==> src/rtl/lsu_if.sv <==
// Load/store unit bus: pipeline request/response plus the data-memory port.
interface lsu_if;
    // Pipeline side
    logic        start;
    logic        mem_re;
    logic        mem_we;
    logic [2:0]  mem_read_type;
    logic [1:0]  mem_store_type;
    logic [31:0] addr;
    logic [31:0] wdata;
    logic        busy;
    logic        done;
    logic [31:0] rdata;
    logic        err;
    // Data-memory side
    logic        dmem_req;
    logic        dmem_we;
    logic [31:0] dmem_addr;
    logic [3:0]  dmem_be;
    logic [31:0] dmem_wdata;
    logic        dmem_ready;
    logic [31:0] dmem_rdata;

    // The LSU itself
    modport slave (
        input  start, mem_re, mem_we, mem_read_type, mem_store_type, addr, wdata,
        input  dmem_ready, dmem_rdata,
        output busy, done, rdata, err,
        output dmem_req, dmem_we, dmem_addr, dmem_be, dmem_wdata
    );

    // Pipeline + memory environment around the LSU
    modport master (
        output start, mem_re, mem_we, mem_read_type, mem_store_type, addr, wdata,
        output dmem_ready, dmem_rdata,
        input  busy, done, rdata, err,
        input  dmem_req, dmem_we, dmem_addr, dmem_be, dmem_wdata
    );
endinterface

==> src/rtl/load_store_unit.sv <==
// Load/store unit: one pipeline request becomes one or two word-aligned
// memory accesses; load bytes are reassembled and extended by type.
module load_store_unit #(
    parameter bit          SPLIT_MISALIGNED = 1'b1,
    parameter int unsigned TIMEOUT          = 16
) (
    input  logic clk,
    input  logic rst,
    lsu_if.slave bus
);
    typedef enum logic [1:0] {IDLE, ACC0, ACC1, DONE} state_t;

    state_t      r_state;
    logic        r_op;        // 1 = store
    logic [2:0]  r_rtype;
    logic [2:0]  r_size;      // 1, 2 or 4 bytes
    logic [1:0]  r_off;
    logic [29:0] r_wa;
    logic [31:0] r_wdata;
    logic [31:0] r_lo;        // first word of a split load
    logic [31:0] r_rdata;
    logic [31:0] r_cnt;
    logic        r_cross;
    logic        r_err;

    logic [2:0]  w_size;
    logic        w_type_ok;
    logic        w_cross;
    logic        w_legal;
    logic        w_can_accept;
    logic        w_acc;
    logic        w_tmo;
    logic [3:0]  w_mask;
    logic [4:0]  w_sh0;
    logic [5:0]  w_sh1;

    // Pick the extracted bytes out of {hi,lo} and extend by load type.
    function automatic logic [31:0] f_load(input logic [63:0] dw,
                                           input logic [1:0]  off,
                                           input logic [2:0]  rt);
        logic [31:0] s;
        s = dw[{off, 3'b000} +: 32];
        case (rt)
            3'b001:  return {{24{s[7]}}, s[7:0]};
            3'b010:  return {{16{s[15]}}, s[15:0]};
            3'b100:  return {24'd0, s[7:0]};
            3'b101:  return {16'd0, s[15:0]};
            default: return s;
        endcase
    endfunction

    // Request decode: size, type legality and word-boundary crossing.
    always_comb begin
        w_size    = 3'd0;
        w_type_ok = 1'b0;
        if (bus.mem_re) begin
            case (bus.mem_read_type)
                3'b001, 3'b100: begin w_size = 3'd1; w_type_ok = 1'b1; end
                3'b010, 3'b101: begin w_size = 3'd2; w_type_ok = 1'b1; end
                3'b011:         begin w_size = 3'd4; w_type_ok = 1'b1; end
                default:        ;
            endcase
        end else if (bus.mem_we) begin
            case (bus.mem_store_type)
                2'b01:   begin w_size = 3'd1; w_type_ok = 1'b1; end
                2'b10:   begin w_size = 3'd2; w_type_ok = 1'b1; end
                2'b11:   begin w_size = 3'd4; w_type_ok = 1'b1; end
                default: ;
            endcase
        end
        w_cross = ({1'b0, bus.addr[1:0]} + w_size) > 3'd4;
        w_legal = (bus.mem_re ^ bus.mem_we) & w_type_ok & ~(w_cross & ~SPLIT_MISALIGNED);
    end

    assign w_can_accept = (r_state == IDLE) || (r_state == DONE);
    assign w_acc        = (r_state == ACC0) || (r_state == ACC1);
    assign w_tmo        = (TIMEOUT != 0) && ((r_cnt + 32'd1) == TIMEOUT);
    assign w_mask       = (r_size == 3'd4) ? 4'hF : (r_size == 3'd2) ? 4'h3 : 4'h1;
    assign w_sh0        = {r_off, 3'b000};
    assign w_sh1        = 6'd32 - {1'b0, w_sh0};

    assign bus.busy  = (bus.start & w_legal & w_can_accept) | w_acc;
    assign bus.done  = (r_state == DONE);
    assign bus.rdata = r_rdata;
    assign bus.err   = r_err;

    // Memory port: low half of the span in ACC0, spill-over bytes in ACC1.
    always_comb begin
        bus.dmem_req   = w_acc;
        bus.dmem_we    = w_acc & r_op;
        bus.dmem_addr  = 32'd0;
        bus.dmem_be    = 4'd0;
        bus.dmem_wdata = 32'd0;
        if (r_state == ACC0) begin
            bus.dmem_addr  = {r_wa, 2'b00};
            bus.dmem_be    = w_mask << r_off;
            bus.dmem_wdata = r_wdata << w_sh0;
        end else if (r_state == ACC1) begin
            bus.dmem_addr  = {r_wa + 30'd1, 2'b00};
            bus.dmem_be    = w_mask >> (3'd4 - {1'b0, r_off});
            bus.dmem_wdata = r_wdata >> w_sh1;
        end
    end

    // Control FSM: accept, up to two accesses, done/err pulses, timeout.
    always_ff @(posedge clk or posedge rst) begin
        if (rst) begin
            r_state <= IDLE;
            r_op    <= 1'b0;
            r_rtype <= 3'd0;
            r_size  <= 3'd0;
            r_off   <= 2'd0;
            r_wa    <= 30'd0;
            r_wdata <= 32'd0;
            r_lo    <= 32'd0;
            r_rdata <= 32'd0;
            r_cnt   <= 32'd0;
            r_cross <= 1'b0;
            r_err   <= 1'b0;
        end else begin
            r_err <= 1'b0;
            case (r_state)
                IDLE, DONE: begin
                    r_state <= IDLE;
                    if (bus.start) begin
                        if (w_legal) begin
                            r_op    <= bus.mem_we;
                            r_rtype <= bus.mem_read_type;
                            r_size  <= w_size;
                            r_off   <= bus.addr[1:0];
                            r_wa    <= bus.addr[31:2];
                            r_wdata <= bus.wdata;
                            r_cross <= w_cross;
                            r_cnt   <= 32'd0;
                            r_state <= ACC0;
                        end else begin
                            r_err <= 1'b1;
                        end
                    end
                end
                ACC0: begin
                    if (bus.dmem_ready) begin
                        r_lo  <= bus.dmem_rdata;
                        r_cnt <= 32'd0;
                        if (r_cross) begin
                            r_state <= ACC1;
                        end else begin
                            r_rdata <= r_op ? 32'd0
                                            : f_load({bus.dmem_rdata, bus.dmem_rdata}, r_off, r_rtype);
                            r_state <= DONE;
                        end
                    end else if (w_tmo) begin
                        r_err   <= 1'b1;
                        r_state <= IDLE;
                    end else begin
                        r_cnt <= r_cnt + 32'd1;
                    end
                end
                ACC1: begin
                    if (bus.dmem_ready) begin
                        r_rdata <= r_op ? 32'd0 : f_load({bus.dmem_rdata, r_lo}, r_off, r_rtype);
                        r_state <= DONE;
                    end else if (w_tmo) begin
                        r_err   <= 1'b1;
                        r_state <= IDLE;
                    end else begin
                        r_cnt <= r_cnt + 32'd1;
                    end
                end
                default: r_state <= IDLE;
            endcase
        end
    end
endmodule
==> src/flat_wrapper.sv <==
// flat-port wrapper written by rule: the top's interface ports become plain ports
module load_store_unit_flat 
#(
    parameter bit          SPLIT_MISALIGNED = 1'b1,
    parameter int unsigned TIMEOUT          = 16
)
  (clk, rst, bus_start, bus_mem_re, bus_mem_we, bus_mem_read_type, bus_mem_store_type, bus_addr, bus_wdata, bus_dmem_ready, bus_dmem_rdata, bus_busy, bus_done, bus_rdata, bus_err, bus_dmem_req, bus_dmem_we, bus_dmem_addr, bus_dmem_be, bus_dmem_wdata);
  lsu_if bus_i ();
  input  logic clk;
  input  logic rst;
  input wire logic [$bits(bus_i.start)-1:0] bus_start;
  input wire logic [$bits(bus_i.mem_re)-1:0] bus_mem_re;
  input wire logic [$bits(bus_i.mem_we)-1:0] bus_mem_we;
  input wire logic [$bits(bus_i.mem_read_type)-1:0] bus_mem_read_type;
  input wire logic [$bits(bus_i.mem_store_type)-1:0] bus_mem_store_type;
  input wire logic [$bits(bus_i.addr)-1:0] bus_addr;
  input wire logic [$bits(bus_i.wdata)-1:0] bus_wdata;
  input wire logic [$bits(bus_i.dmem_ready)-1:0] bus_dmem_ready;
  input wire logic [$bits(bus_i.dmem_rdata)-1:0] bus_dmem_rdata;
  output wire logic [$bits(bus_i.busy)-1:0] bus_busy;
  output wire logic [$bits(bus_i.done)-1:0] bus_done;
  output wire logic [$bits(bus_i.rdata)-1:0] bus_rdata;
  output wire logic [$bits(bus_i.err)-1:0] bus_err;
  output wire logic [$bits(bus_i.dmem_req)-1:0] bus_dmem_req;
  output wire logic [$bits(bus_i.dmem_we)-1:0] bus_dmem_we;
  output wire logic [$bits(bus_i.dmem_addr)-1:0] bus_dmem_addr;
  output wire logic [$bits(bus_i.dmem_be)-1:0] bus_dmem_be;
  output wire logic [$bits(bus_i.dmem_wdata)-1:0] bus_dmem_wdata;
  assign bus_i.start = bus_start;
  assign bus_i.mem_re = bus_mem_re;
  assign bus_i.mem_we = bus_mem_we;
  assign bus_i.mem_read_type = bus_mem_read_type;
  assign bus_i.mem_store_type = bus_mem_store_type;
  assign bus_i.addr = bus_addr;
  assign bus_i.wdata = bus_wdata;
  assign bus_i.dmem_ready = bus_dmem_ready;
  assign bus_i.dmem_rdata = bus_dmem_rdata;
  assign bus_busy = bus_i.busy;
  assign bus_done = bus_i.done;
  assign bus_rdata = bus_i.rdata;
  assign bus_err = bus_i.err;
  assign bus_dmem_req = bus_i.dmem_req;
  assign bus_dmem_we = bus_i.dmem_we;
  assign bus_dmem_addr = bus_i.dmem_addr;
  assign bus_dmem_be = bus_i.dmem_be;
  assign bus_dmem_wdata = bus_i.dmem_wdata;
  load_store_unit #(.SPLIT_MISALIGNED(SPLIT_MISALIGNED), .TIMEOUT(TIMEOUT)) u_core (.clk(clk), .rst(rst), .bus(bus_i));
endmodule
==> config.mk <==
export PLATFORM = sky130hd
export DESIGN_NAME = load_store_unit_flat
export DESIGN_NICKNAME = d
export VERILOG_FILES = /design/src/rtl/lsu_if.sv /design/src/rtl/load_store_unit.sv /design/src/flat_wrapper.sv
export SDC_FILE = /design/constraint.sdc
export NUM_CORES = 1
export LEC_CHECK = 0
export ABC_CLOCK_PERIOD_IN_PS = 11600
export CAP_MARGIN = 10
export CORE_MARGIN = 1.5
export CORE_UTILIZATION = 45
export CTS_CLUSTER_DIAMETER = 100
export DETAILED_ROUTE_END_ITERATION = 7
export GPL_TIMING_DRIVEN = 0
export PLACE_DENSITY = 0.73
export SETUP_SLACK_MARGIN = 0.4
export SYNTH_ARGS = -nofsm -noshare
export SYNTH_HDL_FRONTEND = slang
export SYNTH_SLANG_ARGS = --single-unit
==> constraint.sdc <==
create_clock -name clk -period 11.6 [get_ports clk]
set_input_delay 1.74 -clock clk [delete_from_list [all_inputs] [get_ports clk]]
set_output_delay 1.74 -clock clk [all_outputs]
set_load 0.005 [all_outputs]
==> flow_summary.toml, run 1 <==
[setup_path]
timing.rr.start = "u_core.r_off[0]"
cp.required_ps = 9860
cpMostUsedCell = "clkbuf_1"
critPathCaptureType = "output pin"
endpoint = "bus_dmem_wdata[6]"
crit_chain = "clkbuf_1 > buf_1 > clkbuf_1 > clkbuf_1 > clkinv_1 > ha_1 > clkbuf_1 > or3_1 > a21oi_1 > clkbuf_1 > a22o_1 > clkdlybuf4s50_1"
crit_buf_inv = 8
cp-start-kind = "flip-flop"
worst-path-stages = 12
ff2ff_path_depth = 9
cp_top_family = "buffers and inverters"
path_class = "flip-flop to output pin"
rrSetupSlack_ps = 7860
cp.arrival_ps = 6320
cp_max_fo = 10
slowest_stage = "buf_1"
critPathLaunch = "u_core.r_off[0]"
slowest_delay_ps = 670
r2r-end = "u_core.bus.rdata[1]"

[layout]
nets = 1559
fin_area_um2 = 14500
final_core_util_pct = 58.0
areaGrowthSynthToFinish_pct = 27.4
stdcell_count = 1788
drive_gt1_share_pct = 15.8

[grt]
grt_pass1_vias = 10500
grt_antenna_before_repair = 1
grt_start_max_net_pins = 108
grt_pass1_wl_mm = 59.1
overflow = 0
grt.total_usage_pct = 29.3

[sta]
finalWorstSetupSlack_ps = 3540
max_clock_freq_mhz = 124
setup_viol = 0
rsz0062_at_grt = "no"
whs_ps = 496
finalCritPeriodShare_pct = 69.5
worst_pin_slew_ps = 1090
relSlewSlack_pct = 26.6
fin_tns_setup_ps = 0
hold_viol = 0
slew_violations = 0
fin_skew_ps = 14.9
period_needed_ps = 8060

[synth]
synthFlopType = "dfrtp_1"
yosys.area.top_type_share_pct = 37.6
synth_edf_count = 0
yosys.area.top_type = "dfrtp_1"
synth_warnings = 0
syn_inst = 1213
synth_cell_types = 75
avgSynthCellArea_um2 = 9.39
syn-cell-area_um2 = 11400
ys_seq_elements = 171
ys_seq_area_share_pct = 37.6
async_flop_share_pct = 100
ys_top_cells_by_area = "dfrtp_1 (38%), mux2_2 (14%), nand2_1 (4.1%), o21ai_0 (3.3%), a21oi_1 (3.2%)"

[placed_design]
dp.cells = 1753
post-place-ws_ps = 4200
place.gp.congestion = 0.961
hpwl_mm = 28.3
port_buffers = 208
dpl_cell_area_um2 = 13900

[power]
p_per_area_nw_per_um2 = 178
p_leak_nw = 5.70
power_switching_mw = 0.997
clock_power_share_pct = 22.3
swShare_pct = 38.5
power_mw = 2.59
ir_drop_uv = 94.8
pwr-share-comb_pct = 41.9
p_seq_share_pct = 35.8
p_int_mw = 1.59

[clock_tree]
cts-root-buf = "clkbuf_16"
clock_sinks = 171
path_clk_slew_ps = 70
clock_latency_ps = 450
clock_tree.buffer_depth = 2
cts_max_level = 4
cts_hold_buffers = 0
cts_buffers = 17
cts_tree = "yes"
cts_setup_buffers = 0
cts_resized = 0

[floorplanning]
die_x_um = 162
dieArea_um2 = 26300
die_h_um = 162
start_util_pct = 45.5
rows = 58
ios = 212
core_um2 = 25000

[drt]
dr_total_vias = 10900
drc = 0
routedWlPerCell_um = 21.5
dr.pass1.iters = 6
drtIter0Drc = 1189
vias_per_cell = 6.11
detail-route-antenna-nets = 0
routed_wl_mm = 38.4

[run]
maxCapViolCount = 0

[min_path]
hold_path.class = "flip-flop to flip-flop"

[run_status]
status = "finished, final reports clean"
-- power groups by stage --
stage | Combinational [mW] | Sequential [mW] | Clock, mW
after floorplan | 0.654 | 0.880 | 0
after global placement | 1.04 | 0.925 | 0
after detailed placement | 1.06 | 0.930 | 0
after CTS | 1.06 | 0.922 | 0.584
after global routing | 1.16 | 0.947 | 0.606
final | 1.08 | 0.927 | 0.576
-- layout by cell type, fill, tap and decap left out, drive strengths merged, types with 7 or more instances in the layout --
cell / netlist / layout
a21oi: 72 / 72
a22o: 25 / 25
a22oi: 18 / 18
a31oi: 10 / 10
a32o: 17 / 17
and3: 11 / 11
and4: 8 / 8
buf: 34 / 36
clkbuf: 63 / 82
clkdlybuf4s50: 0 / 208
dfrtp: 171 / 171
ha: 7 / 7
inv: 22 / 34
mux2: 139 / 139
mux2i: 31 / 31
mux4: 10 / 10
nand2: 124 / 124
nand3: 32 / 32
nand4: 22 / 22
nor2: 92 / 92
nor2b: 13 / 13
nor3: 18 / 18
nor4: 8 / 8
o211ai: 9 / 9
o21ai: 80 / 80
o221ai: 10 / 10
o22ai: 19 / 19
o31a: 7 / 7
o31ai: 17 / 17
or3: 7 / 7
or4: 20 / 20
xnor2: 25 / 25
xor2: 21 / 21
-- registers in the layout, summed over array words and instances, names as in the netlist --
signal / count
u_core.r_rtype: 3
u_core.r_off: 2
u_core.bus.err: 1
u_core.r_wa: 30
u_core.r_cnt: 32
u_core.bus.rdata: 32
u_core.r_op: 1
u_core.r_size: 3
u_core.r_lo: 32
u_core.r_wdata: 32
u_core.r_cross: 1
u_core.r_state: 2
-- tightest hold or removal path, cell delays in order, from the launching register on --
cell and delay, ps:
dfrtp_1 350, nand2_1 50, o21ai_0 60
-- metal layers --
metal  track usage [%]  routed length, um
met3              4.60               3120
met5                 0                  0
met2              46.1              17800
met4              13.3               1540
met1              39.8              16000
-- area by class of cell --
cell class,count,area (um2)
buffer,97,468
clock buffer,18,439
antenna,1,2.50
sequential,171,4280
clock inverter,14,138
timing repair buffer,211,2120
tap,330,413
multi-input combinational,922,6560
fill,2229,10500
inverter,24,97.6
-- synthesized netlist by cell type (5+ instances only) --
cell	instances
a21oi_1	72
a22o_1	25
a22oi_1	18
a31oi_1	10
a32o_1	17
and2_1	5
and3_1	9
and4_1	6
buf_1	18
buf_2	5
buf_6	7
clkbuf_1	60
dfrtp_1	171
ha_1	7
inv_1	22
mux2_2	139
mux2i_1	31
mux4_2	10
nand2_1	123
nand2b_1	5
nand3_1	32
nand3b_1	5
nand4_1	19
nor2_1	90
nor2b_1	13
nor3_1	18
o211ai_1	9
o21ai_0	75
o221ai_1	10
o22ai_1	19
o31a_1	7
o31ai_1	17
or2_2	6
or3_1	6
or4_1	18
xnor2_1	25
xor2_1	21
-- worst min path at each step --
stage	slack, ps	startpoint	endpoint	cells after the start
3_3_place_gp	480	u_core.bus.rdata[1]	u_core.bus.rdata[1]	2
2_1_floorplan	460	u_core.r_size[1]	u_core.r_size[1]	2
5_1_grt	520	u_core.r_lo[7]	u_core.r_lo[7]	1
6_report	500	u_core.bus.rdata[0]	u_core.bus.rdata[0]	2
3_5_place_dp	480	u_core.bus.rdata[2]	u_core.bus.rdata[2]	2
4_1_cts	500	u_core.bus.rdata[0]	u_core.bus.rdata[0]	2
-- logic make-up after synthesis --
| kind of cell | count (synthesis) | share of synthesized area (%) |
|---|---|---|
| mux | 180 | 18.4 |
| simple gates | 382 | 17.1 |
| fa+ha+maj | 8 | 0.945 |
| other cells | 1 | 0.0329 |
| buf+inv | 121 | 4.90 |
| compound gates | 304 | 17.5 |
| xor+xnor | 46 | 3.54 |
| flops | 171 | 37.6 |
No activity file was read; power rests on OpenSTA's default activity.
==> run 2: changes to the inputs <==
ABC_CLOCK_PERIOD_IN_PS = 8300   (was 11600)
clock period = 8.3 ns   (was 11.6 ns; I/O delays follow)
==> results of run 2 <==
The final DEF is identical to that of run 1. Status: finished, final reports clean.
Among the figures that moved: setup slack after placement 4200 ps -> 1390 ps; setup slack after layout 3540 ps -> 737 ps; register-to-register setup slack 7860 ps -> 4560 ps; total power 2.59 mW -> 3.62 mW; worst IR drop on VDD 94.8 uV -> 132 uV
==> run 3: changes to the inputs <==
CAP_MARGIN = default   (was 10)
==> run 3 against run 2 <==
Net effect: the flow now finishes with violations (DRC); setup slack improved by 29 ps; sequential share of layout area barely moved; utilization barely moved.
==> flow_summary.toml, run 3 (synthesis gave the netlist of run 1 again) <==
[grt]
grt_start_max_net_pins = 108
grt_pass1_wl_mm = 59.1
grt.total_usage_pct = 29.3
grt_antenna_before_repair = 1
grt_pass1_vias = 10500
overflow = 0

[clock_tree]
cts_buffers = 17
cts-root-buf = "clkbuf_16"
clock_latency_ps = 450
clock_sinks = 171
cts_max_level = 4
clock_tree.buffer_depth = 2
path_clk_slew_ps = 70
cts_resized = 0
cts_hold_buffers = 0
cts_tree = "yes"
cts_setup_buffers = 0

[sta]
fin_skew_ps = 18.6
worst_pin_slew_ps = 1380
rsz0062_at_grt = "no"
setup_viol = 0
fin_tns_setup_ps = 0
max_clock_freq_mhz = 133
slew_violations = 0
relSlewSlack_pct = 7.70
hold_viol = 0
whs_ps = 496
period_needed_ps = 7530
finalCritPeriodShare_pct = 90.8

[placed_design]
port_buffers = 208
hpwl_mm = 28.3
dp.cells = 1753
place.gp.congestion = 0.961

[setup_path]
cp-start-kind = "flip-flop"
crit_chain = "clkbuf_1 > buf_1 > clkbuf_1 > clkbuf_1 > clkinv_1 > ha_1 > clkbuf_1 > or3_1 > a21oi_1 > clkbuf_1 > a22o_1 > clkdlybuf4s50_1"
path_class = "flip-flop to output pin"
cp_top_family = "buffers and inverters"
cpMostUsedCell = "clkbuf_1"
worst-path-stages = 12
slowest_stage = "buf_1"
cp.required_ps = 7050
cp_max_fo = 10
cp.arrival_ps = 6290
ff2ff_path_depth = 9
critPathCaptureType = "output pin"
slowest_delay_ps = 660
crit_buf_inv = 8

[drt]
drtIter0Drc = 1090
detail-route-antenna-nets = 0
dr_total_vias = 10900
routed_wl_mm = 38.3
drc = 1
routedWlPerCell_um = 21.5
dr.pass1.iters = 8
vias_per_cell = 6.09

[min_path]
hold_path.class = "flip-flop to flip-flop"
whs_path_depth = 2

[floorplanning]
die_x_um = 162
die_h_um = 162
core_um2 = 25000
ios = 212
start_util_pct = 45.5
rows = 58
dieArea_um2 = 26300

[power]
p_per_area_nw_per_um2 = 249
ir_drop_uv = 132
p_leak_nw = 5.70

[run_status]
status = "finished, violations left"
violations = "DRC"

[layout]
nets = 1558
final_common_cell = "clkdlybuf4s50_1"
areaGrowthSynthToFinish_pct = 27.4
fillers = 2229
final_cell_mix = "clkdlybuf4s50_1 (208), dfrtp_1 (171), mux2_2 (139)"
drive_gt1_share_pct = 15.7
stdcell_count = 1787

[run]
maxCapViolCount = 0
[run 3: final timing paths]
path / endpoint / start / slack, ps
setup / recovery: bus_dmem_wdata[6] / u_core.r_off[0] / 770
hold / removal: u_core.bus.rdata[0] / u_core.bus.rdata[0] / 500
setup reg to reg: u_core.bus.rdata[1] / u_core.r_off[0] / 4570
hold reg to reg: u_core.bus.rdata[0] / u_core.bus.rdata[0] / 500
max in group asynchronous: u_core.r_wdata[28] / rst / 6150
min in group asynchronous: u_core.r_cnt[8] / rst / 1240
[run 3: worst register-to-register path, delay by kind of cell, from the launching register on]
family	cells	cell delay (ps)
AO/OA/AOI/OAI	3	430
buffers and inverters	4	2440
flip-flops	1	320
multiplexers	1	300
AND/OR/NAND/NOR	1	100
[run 3: area by class of cell]
| cell class | count | area [um2] | share of cell area [%] |
|---|---|---|---|
| buffer | 97 | 468 | 3.23 |
| multi-input combinational | 922 | 6560 | 45.2 |
| timing repair buffer | 210 | 2110 | 14.6 |
| antenna | 1 | 2.50 | 0.0172 |
| inverter | 24 | 97.6 | 0.673 |
| tap | 330 | 413 | 2.85 |
| sequential | 171 | 4280 | 29.5 |
| clock inverter | 14 | 138 | 0.949 |
| clock buffer | 18 | 439 | 3.03 |
[run 3: layer usage]
layer	global-route usage, %	part of all wire [%]	up-vias
li1	-	-	4940
met1	39.8	42	5277
met2	46.1	46	555
met3	4.60	8.4	108
met4	13.3	4.1	0
met5	0	0	-
[run 3: stage by stage]
stage	utilization (%)	setup slack, ps	instance area [um2]	power, mW
2_1_floorplan	-	2420	11400	2.14
4_1_cts	57.9	913	14500	3.59
5_1_grt	58.0	533	14500	3.79
3_5_place_dp	55.6	1390	13900	2.78
3_3_place_gp	55.5	-14.3	13900	2.74
6_report	58.0	766	14500	3.62
[run 3: power breakdown]
part	switching, mW	internal [mW]
sequential	0.229	1.07
combinational	0.768	0.743
clock	0.398	0.411
total	1.39	2.22
